[config.mk]
export PLATFORM = sky130hd
export DESIGN_NAME = sb_tx_arbiter
export DESIGN_NICKNAME = d
export VERILOG_FILES = /design/src/rtl/SB_codex_pkg.sv /design/src/rtl/sb_tx_arbiter.sv
export SDC_FILE = /design/constraint.sdc
export NUM_CORES = 1
export LEC_CHECK = 0
export ABC_AREA = 1
export ABC_CLOCK_PERIOD_IN_PS = 3050
export CORE_AREA = 2 2 174 176
export DETAILED_ROUTE_END_ITERATION = 6
export DIE_AREA = 0 0 176 178
export MAX_ROUTING_LAYER = met4
export PLACE_DENSITY = 0.65
export SETUP_SLACK_MARGIN = 0.4
export SLEW_MARGIN = 20
export SYNTH_ARGS = -nofsm -noshare
export SYNTH_HDL_FRONTEND = slang
export SYNTH_SLANG_ARGS = --single-unit
[constraint.sdc]
create_clock -name clk_100MHz -period 3.05 [get_ports clk_100MHz]
set_clock_uncertainty 0.1 [all_clocks]
set_input_delay 0.305 -clock clk_100MHz [delete_from_list [all_inputs] [get_ports clk_100MHz]]
set_output_delay 0.305 -clock clk_100MHz [all_outputs]
set_load 0.1 [all_outputs]
[src/rtl/SB_codex_pkg.sv]
// Sideband message header type shared by the SB_TX path and its producers.
package SB_codex_pkg;

    typedef struct packed {
        logic [4:0]  opcode;
        logic [2:0]  srcid;
        logic [2:0]  dstid;
        logic [7:0]  msgcode;
        logic [7:0]  msgsubcode;
        logic [15:0] msginfo;
    } SB_msg_t;

    // All-ones opcode marks "no message" so an idle header is distinguishable from a real one
    function automatic SB_msg_t reset_SB_msg();
        SB_msg_t m;
        m            = '{default: '0};
        m.opcode     = 5'h1F;
        return m;
    endfunction

endpackage

[src/rtl/sb_tx_arbiter.sv]
// Round-robin arbiter sharing one SB_TX between NUM_REQ message producers.
// Optional macro SB_ARB_PRIO0_EN gives requester 0 strict priority over the round-robin group.
module sb_tx_arbiter
    import SB_codex_pkg::*;
#(
    parameter int NUM_REQ      = 3,
    parameter int DROP_TIMEOUT = 16
) (
    input  logic                   clk_100MHz,
    input  logic                   reset,
    input  logic                   enable_i,
    input  logic [NUM_REQ-1:0]     req_valid_i,
    input  logic [NUM_REQ*64-1:0]  req_data_i,
    input  SB_msg_t                req_msg_i [NUM_REQ],
    output logic [NUM_REQ-1:0]     req_ready_o,
    input  logic                   send_next_flag_i,
    output logic [63:0]            dataBus_o,
    output SB_msg_t                SB_msg_o,
    output logic                   valid_o,
    output logic [2:0]             grant_id_o,
    output logic                   busy_o,
    output logic                   timeout_o
);

    localparam int         CNT_W  = (DROP_TIMEOUT > 2) ? $clog2(DROP_TIMEOUT) : 1;
    localparam logic [3:0] NREQ_W = 4'(NUM_REQ);

    typedef enum logic [1:0] {
        IDLE      = 2'd0,
        ISSUE     = 2'd1,
        WAIT_DROP = 2'd2,
        WAIT_RDY  = 2'd3
    } state_t;

    state_t               state_r;
    logic [2:0]           rr_ptr_r;
    logic [CNT_W-1:0]     cnt_r;

    logic [15:0]          req_ext_s;
    logic [3:0]           sum_s;
    logic [3:0]           cand_s;
    logic [2:0]           win_id_s;
    logic [NUM_REQ-1:0]   win_onehot_s;
    logic [63:0]          win_data_s;
    SB_msg_t              win_msg_s;
    logic                 any_req_s;

    assign req_ext_s = 16'(req_valid_i);
    assign any_req_s = |req_valid_i;

    // Winner search: scan backwards so the slot nearest rr_ptr+1 is written last and wins
    always_comb begin
        win_id_s = 3'd0;
        sum_s    = 4'd0;
        cand_s   = 4'd0;
`ifdef SB_ARB_PRIO0_EN
        for (int i = NUM_REQ - 1; i >= 1; i--) begin
            sum_s    = {1'b0, rr_ptr_r} + 4'(i);
            cand_s   = (sum_s > (NREQ_W - 4'd1)) ? (sum_s - (NREQ_W - 4'd1)) : sum_s;
            win_id_s = req_ext_s[cand_s] ? cand_s[2:0] : win_id_s;
        end
        win_id_s = req_valid_i[0] ? 3'd0 : win_id_s;
`else
        for (int i = NUM_REQ; i >= 1; i--) begin
            sum_s    = {1'b0, rr_ptr_r} + 4'(i);
            cand_s   = (sum_s >= NREQ_W) ? (sum_s - NREQ_W) : sum_s;
            win_id_s = req_ext_s[cand_s] ? cand_s[2:0] : win_id_s;
        end
`endif
    end

    // Payload/header mux and one-hot accept vector for the selected winner
    always_comb begin
        win_data_s   = 64'd0;
        win_msg_s    = reset_SB_msg();
        win_onehot_s = {NUM_REQ{1'b0}};
        for (int k = 0; k < NUM_REQ; k++) begin
            win_onehot_s[k] = (win_id_s == 3'(k));
            win_data_s      = (win_id_s == 3'(k)) ? req_data_i[64*k +: 64] : win_data_s;
            win_msg_s       = (win_id_s == 3'(k)) ? req_msg_i[k] : win_msg_s;
        end
    end

    // Control FSM with all outputs registered
    always_ff @(posedge clk_100MHz) begin
        if (reset) begin
            state_r     <= IDLE;
            rr_ptr_r    <= 3'(NUM_REQ - 1);
            cnt_r       <= {CNT_W{1'b0}};
            req_ready_o <= {NUM_REQ{1'b0}};
            dataBus_o   <= 64'd0;
            SB_msg_o    <= reset_SB_msg();
            valid_o     <= 1'b0;
            grant_id_o  <= 3'(NUM_REQ - 1);
            busy_o      <= 1'b0;
            timeout_o   <= 1'b0;
        end else begin
            valid_o     <= 1'b0;
            timeout_o   <= 1'b0;
            req_ready_o <= {NUM_REQ{1'b0}};
            case (state_r)
                IDLE: begin
                    if (enable_i && send_next_flag_i && any_req_s) begin
                        dataBus_o   <= win_data_s;
                        SB_msg_o    <= win_msg_s;
                        req_ready_o <= win_onehot_s;
                        grant_id_o  <= win_id_s;
`ifdef SB_ARB_PRIO0_EN
                        rr_ptr_r    <= (win_id_s != 3'd0) ? win_id_s : rr_ptr_r;
`else
                        rr_ptr_r    <= win_id_s;
`endif
                        state_r     <= ISSUE;
                        busy_o      <= 1'b1;
                    end else begin
                        busy_o      <= 1'b0;
                    end
                end
                ISSUE: begin
                    valid_o <= 1'b1;
                    cnt_r   <= {CNT_W{1'b0}};
                    state_r <= WAIT_DROP;
                    busy_o  <= 1'b1;
                end
                WAIT_DROP: begin
                    if (!send_next_flag_i) begin
                        state_r <= WAIT_RDY;
                    end else if (cnt_r == CNT_W'(DROP_TIMEOUT - 1)) begin
                        // SB_TX never took the message; give the slot up rather than reissue
                        timeout_o <= 1'b1;
                        cnt_r     <= {CNT_W{1'b0}};
                        state_r   <= IDLE;
                        busy_o    <= 1'b0;
                    end else begin
                        cnt_r     <= cnt_r + CNT_W'(1);
                    end
                end
                WAIT_RDY: begin
                    if (send_next_flag_i) begin
                        state_r <= IDLE;
                        busy_o  <= 1'b0;
                    end else begin
                        busy_o  <= 1'b1;
                    end
                end
                default: begin
                    state_r <= IDLE;
                    busy_o  <= 1'b0;
                end
            endcase
        end
    end

endmodule

Word level (Yosys, flattened, before mapping)

Cells that the tools add are included.

Output and inout port bits: 116
Bits in registers: 122
Word-level logic and storage cells: 87

Muxes and demuxes: 33
$add $sub $neg: 7
Reductions and logical operators: 12
Order comparisons: 6
Bitwise gates (word level): 4
Eq/ne operators: 11

Operators by type and width:

| operator              | number |
|---|---|
| $mux W64              | 3 |
| $mux W43              | 3 |
| $mux W4               | 5 |
| $lt A4 B5 Y1 const B  | 3 |
| $bmux W1 S4           | 3 |
| $ge A4 B2 Y1 const B  | 3 |
| $sub A4 B2 Y4 const B | 3 |
| $mux W1               | 9 |
| $mux W3               | 3 |
| $reduce_or A3 Y1      | 3 |
| $add A3 B2 Y4 const B | 2 |
| $mux W2               | 4 |
| $ne A2 B2 Y1 const B  | 4 |
| $pmux W2 S4           | 1 |
| $pmux W4 S2           | 1 |
| $reduce_and A2 Y1     | 3 |
| $add A3 B1 Y4 const B | 1 |
| $add A4 B1 Y4 const B | 1 |
| $eq A2 B2 Y1 const B  | 2 |
| $eq A4 B4 Y1 const B  | 1 |
| $not A1 Y1            | 4 |
| $pmux W1 S4           | 1 |
| $eq A3 B1 Y1 const B  | 1 |
| $eq A3 B2 Y1 const B  | 1 |
| other kinds (7)       | 8 |

Longest topological paths before layout

Depth in word-level cells: 12
Depth in mapped cells: 22
Mapped depth without buffers: 20

Least setup slack after synthesis

Ideal clock, no wire load.

Path kind: flip-flop to flip-flop
Start: register rr_ptr_r[1]
End: register SB_msg_o[10] in the netlist's numbering
Library setup time: 0.120 ns
Period minus slack after synthesis: 3.311 ns
Data arrival time: 3.092 ns
Cell stages (with the launch flop): 20
Path slack: -0.261 ns
Required time: 2.830 ns
Buffers on the path: 2
Path through: dfxtp_1 -> inv_1 -> ha_1 -> xnor2_1 -> inv_1 -> nand2_1 -> nand2_1 -> inv_1 -> nand2_1 -> nand2_1 -> nor2_4 -> nor2_1 -> nand2_2 -> nand2_4 -> buf_6 -> buf_4 -> nand2_1 -> nand3_1 -> o211ai_1 -> nand2_1

Longest elaborated chain between the ends: 12
Elaborated cells between the ends (all ways): 27
Those cells by class: add/sub: 6; order compare: 3; eq/ne: 2; mux: 15; reduce/logical: 1

RTL lines:

| item                                                 | RTL line             | text |
|---|---|---|
| start: declaration                                   | sb_tx_arbiter.sv:36  | `logic [2:0] rr_ptr_r;` |
| start signal: assignment                             | sb_tx_arbiter.sv:88  | `rr_ptr_r <= 3'(NUM_REQ - 1);` |
| start signal: assignment                             | sb_tx_arbiter.sv:111 | `rr_ptr_r <= win_id_s;` |
| $add A3 B2 Y4                                        | sb_tx_arbiter.sv:65  | `sum_s = {1'b0, rr_ptr_r} + 4'(i);` |
| $sub A4 B2 Y4 / $ge A4 B2 Y1 (equally long branches) | sb_tx_arbiter.sv:66  | `cand_s = (sum_s >= NREQ_W) ? (sum_s - NREQ_W) : sum_s;` |
| $mux W4                                              | sb_tx_arbiter.sv:66  |  |
| $bmux W1 S4                                          | sb_tx_arbiter.sv:67  | `win_id_s = req_ext_s[cand_s] ? cand_s[2:0] : win_id_s;` |
| $mux W1 (not written as such)                        | sb_tx_arbiter.sv:67  |  |
| $mux W3 (2 in a row)                                 | sb_tx_arbiter.sv:67  |  |
| $mux W3 *                                            | sb_tx_arbiter.sv:67  |  |
| $logic_not A3 Y1                                     | sb_tx_arbiter.sv:80  | `win_msg_s = (win_id_s == 3'(k)) ? req_msg_i[k] : win_msg_s;` |
| $mux W43 (2 in a row)                                | sb_tx_arbiter.sv:80  |  |
| $mux W43 *                                           | sb_tx_arbiter.sv:80  |  |
| end signal: assignment                               | sb_tx_arbiter.sv:92  | `SB_msg_o <= reset_SB_msg();` |
| end signal: assignment                               | sb_tx_arbiter.sv:105 | `SB_msg_o <= win_msg_s;` |
| end: declaration                                     | sb_tx_arbiter.sv:18  | `output SB_msg_t SB_msg_o,` |

Mark *: on every way between the ends. The rest lies on a longest branch, timed or not. The select of a mux whose other input is x is not followed.
A chain may end at the register's enable or synchronous reset.

Worst setup path in the final report

Start: register rr_ptr_r[1]
End: register dataBus_o[2]

Longest elaborated chain between the ends: 12
Elaborated cells between the ends (all ways): 27
Those cells by class: add/sub: 6; order compare: 3; eq/ne: 2; mux: 15; reduce/logical: 1

RTL lines:

| item                                                 | RTL line             | text |
|---|---|---|
| $add A3 B2 Y4                                        | sb_tx_arbiter.sv:65  |  |
| $sub A4 B2 Y4 / $ge A4 B2 Y1 (equally long branches) | sb_tx_arbiter.sv:66  |  |
| $mux W4                                              | sb_tx_arbiter.sv:66  |  |
| $bmux W1 S4                                          | sb_tx_arbiter.sv:67  |  |
| $mux W1 (not written as such)                        | sb_tx_arbiter.sv:67  |  |
| $mux W3 (2 in a row)                                 | sb_tx_arbiter.sv:67  |  |
| $mux W3 *                                            | sb_tx_arbiter.sv:67  |  |
| $logic_not A3 Y1                                     | sb_tx_arbiter.sv:79  | `win_data_s = (win_id_s == 3'(k)) ? req_data_i[64*k +: 64] : win_data_s;` |
| $mux W64 (2 in a row)                                | sb_tx_arbiter.sv:79  |  |
| $mux W64 *                                           | sb_tx_arbiter.sv:79  |  |
| end signal: assignment                               | sb_tx_arbiter.sv:104 | `dataBus_o <= win_data_s;` |
| end: declaration                                     | sb_tx_arbiter.sv:17  | `output logic [63:0] dataBus_o,` |

Marked as above.

==> out/qor.yml <==
grt_usage_pct: 20.4
synth_top_area_cell: "dfxtp_1"
grt_pass1_wl_mm: 48.1
antenna_found_initial: 1
vias: 9259
utilization_pct: 44.9
fin_crit_ns: 2.71
grt.overflow.total: 0
initial_utilization_pct: 24.8
die_area_sq_um: 31300
slew_violations: 0
hold_path.class: "input port to register"
clk_pin_slew_worst_paths_ns: 0.06
setup_viol: 0
yosys_warnings: 0
drt_wl_total_mm: 34.7
ant_nets: 0
drive_gt1_share_pct: 17.8
grt_max_degree: 64
worst_pin_slew_ns: 0.631
clk_latency_ns: 0.42
drc: 0
status: "completed"
avgSynthCellArea_sq_um: 6.38
die_h_um: 178
dr.pass1.iters: 7
required_ns: 3.23
cts_buffer_depth: 2
drt_first_iter_violations: 463
fmax_mhz: 370
yosysSeqAreaShare_pct: 33.6
dp_hpwl_mm: 23.8
max_cap_violations: 0
dpl_cell_area_sq_um: 11800
rsz0062_at_grt: "yes"
regArea_sq_um: 2450
synth_flop_cell: "dfxtp_1"
syn_nets: 1477
hold_violations: 0
num_rows: 63
max-slew-margin-rel_pct: 57.9
root_buffer: "clkbuf_16"
viasPerCell: 4.66
whs_ns: 0.141
nets: 1921
worstPathMaxFanout: 10
cp_data_arrival_time_ns: 2.89
worstSetupPathType: "register to register"
finalSetupTns_ns: 0
synth_cells: 1140
r2r_setup_slack_ns: 0.34
die_w_um: 176
wl_per_cell_um: 17.5
io_buffer_count: 443
cts_max_level: 4
ys_types: 40
syn_to_final_growth_pct: 81.3
fin_crit_sh_pct: 88.7
num_io_pins: 444
synth-seq-cells: 122
start_kind: "register"
clkSinkCount: 122
core_area_sq_um: 29400
n_fill_cell: 3025
multi_input_area_sq_um: 4280
synthArstFlopShare_pct: 0
cts_tree: "done"
cts_inserted_buffers: 17
final_design_area_no_fill_sq_um: 13200
synth-edff-count: 0
syn_area_sq_um: 7280
endpoint_kind: "register"
synth_top_area_share_pct: 33.6
grt_pass1_vias: 8721
gp_congestion: 0.893
synthTopCellsByArea: "dfxtp_1, nand2_1, nand3_1, o211ai_1, inv_1"
==> final cells by class <==
type / instances / share of cell area, %
Timing Repair inverter: 1 / 0.0664
Clock inverter: 12 / 1.06
Multi-Input combinational cell: 865 / 32.4
Inverter: 76 / 2.48
Sequential cell: 122 / 18.6
Clock buffer: 20 / 3.55
Tap cell: 390 / 3.70
Antenna cell: 1 / 0.0190
Timing Repair Buffer: 501 / 38.1
==> layout by cell type (no fill, tap or decap), types with 3 or more instances in the layout <==
| cell type | n |
|---|---|
| or2_2 | 8 |
| nor2_4 | 3 |
| o211ai_1 | 58 |
| inv_1 | 62 |
| nand2_4 | 4 |
| clkdlybuf4s50_1 | 326 |
| buf_12 | 11 |
| buf_4 | 140 |
| nand3_1 | 171 |
| buf_6 | 7 |
| nor2_1 | 41 |
| clkinv_4 | 5 |
| clkinvlp_4 | 4 |
| nand2_2 | 19 |
| ha_4 | 3 |
| a21oi_1 | 42 |
| ha_1 | 3 |
| nand2_1 | 424 |
| nor3_1 | 3 |
| ha_2 | 3 |
| o21ai_1 | 6 |
| nand4_1 | 6 |
| or2_0 | 17 |
| o21ai_0 | 9 |
| inv_2 | 6 |
| inv_6 | 4 |
| clkbuf_16 | 27 |
| nor2_2 | 7 |
| buf_16 | 5 |
| nand3b_1 | 10 |
| a31oi_1 | 5 |
| dfxtp_4 | 3 |
| dfxtp_1 | 119 |
| nand3_2 | 4 |
==> flip-flops by register name, summed over array words and instances, names as in the netlist <==
name         count
valid_o          1
timeout_o        1
rr_ptr_r         3
dataBus_o       64
SB_msg_o        43
req_ready_o      3
cnt_r            4
busy_o           1
state_r          2
==> repair_timing <==
action	in CTS	in global routing
pin swaps	9	34
setup endpoints to repair	110	107
resized for setup	27	62
hold buffers	0	0
setup buffers	8	3
cloned	4	15
==> per-layer routing <==
| metal | part of all wire [%] | vias up | GRT usage [%] |
|---|---|---|---|
| met2 | 50 | 372 | 34.9 |
| met4 | 2.3 | 0 | 7.54 |
| met5 | 0 | - | - |
| met3 | 7.3 | 43 | 5.16 |
| met1 | 40 | 4221 | 23.0 |
| li1 | - | 4623 | - |
==> worst paths after layout <==
kind / start / endpoint / depth (start not counted)
min: reset / cnt_r[2] / 3
min reg2reg: dataBus_o[45] / dataBus_o[45] / 2
max: rr_ptr_r[1] / dataBus_o[2] / 16
max reg2reg: rr_ptr_r[1] / dataBus_o[2] / 16
==> stage by stage <==
stage / std cells / setup WS (ns)
finish: 1988 / 0.344
global route: 1988 / 0.199
CTS: 1969 / 0.393
detailed placement: 1925 / 0.0917
global placement: 1925 / 0.174
floorplan: 1140 / 0.437
==> critical path, stage by stage (launching register included) <==
cell     delay, ns
dfxtp_4       0.40
inv_8         0.06
ha_4          0.28
inv_4         0.04
o21ai_1       0.13
nand2_1       0.09
a21oi_2       0.18
nand2_2       0.09
nor2_4        0.20
nor2_2        0.07
nand2_2       0.12
buf_4         0.13
buf_4         0.13
nand2_4       0.11
or2_2         0.29
nand3_1       0.08
a21oi_1       0.06
==> logic make-up (layout without fill, tap and decap cells) <==
kind of cell | after synthesis | in the layout | synth area share (%)
adder cells (fa/ha/maj) | 9 | 9 | 1.55
buffers and inverters | 154 | 610 | 10.7
other | 0 | 1 | 0
XOR/XNOR | 2 | 2 | 0.241
AND/OR/NAND/NOR | 721 | 722 | 42.4
flip-flops | 122 | 122 | 33.6
AO/OA/AOI/OAI | 132 | 132 | 11.6
==> Yosys cell counts, types with 6 or more instances <==
| library cell | number |
|---|---|
| a21oi_1 | 44 |
| o211ai_1 | 58 |
| nor2_1 | 49 |
| ha_1 | 9 |
| nand3_1 | 175 |
| or2_2 | 8 |
| inv_1 | 71 |
| dfxtp_1 | 122 |
| clkbuf_1 | 30 |
| o21ai_0 | 11 |
| buf_6 | 21 |
| nand2_1 | 443 |
| nand4_1 | 6 |
| nand3b_1 | 10 |
| buf_2 | 19 |
| o21ai_1 | 6 |
| or2_0 | 17 |
Power is left out: the tool's default activity adds up to more than one toggle a clock period on the data nets, which glitch-free logic cannot reach.
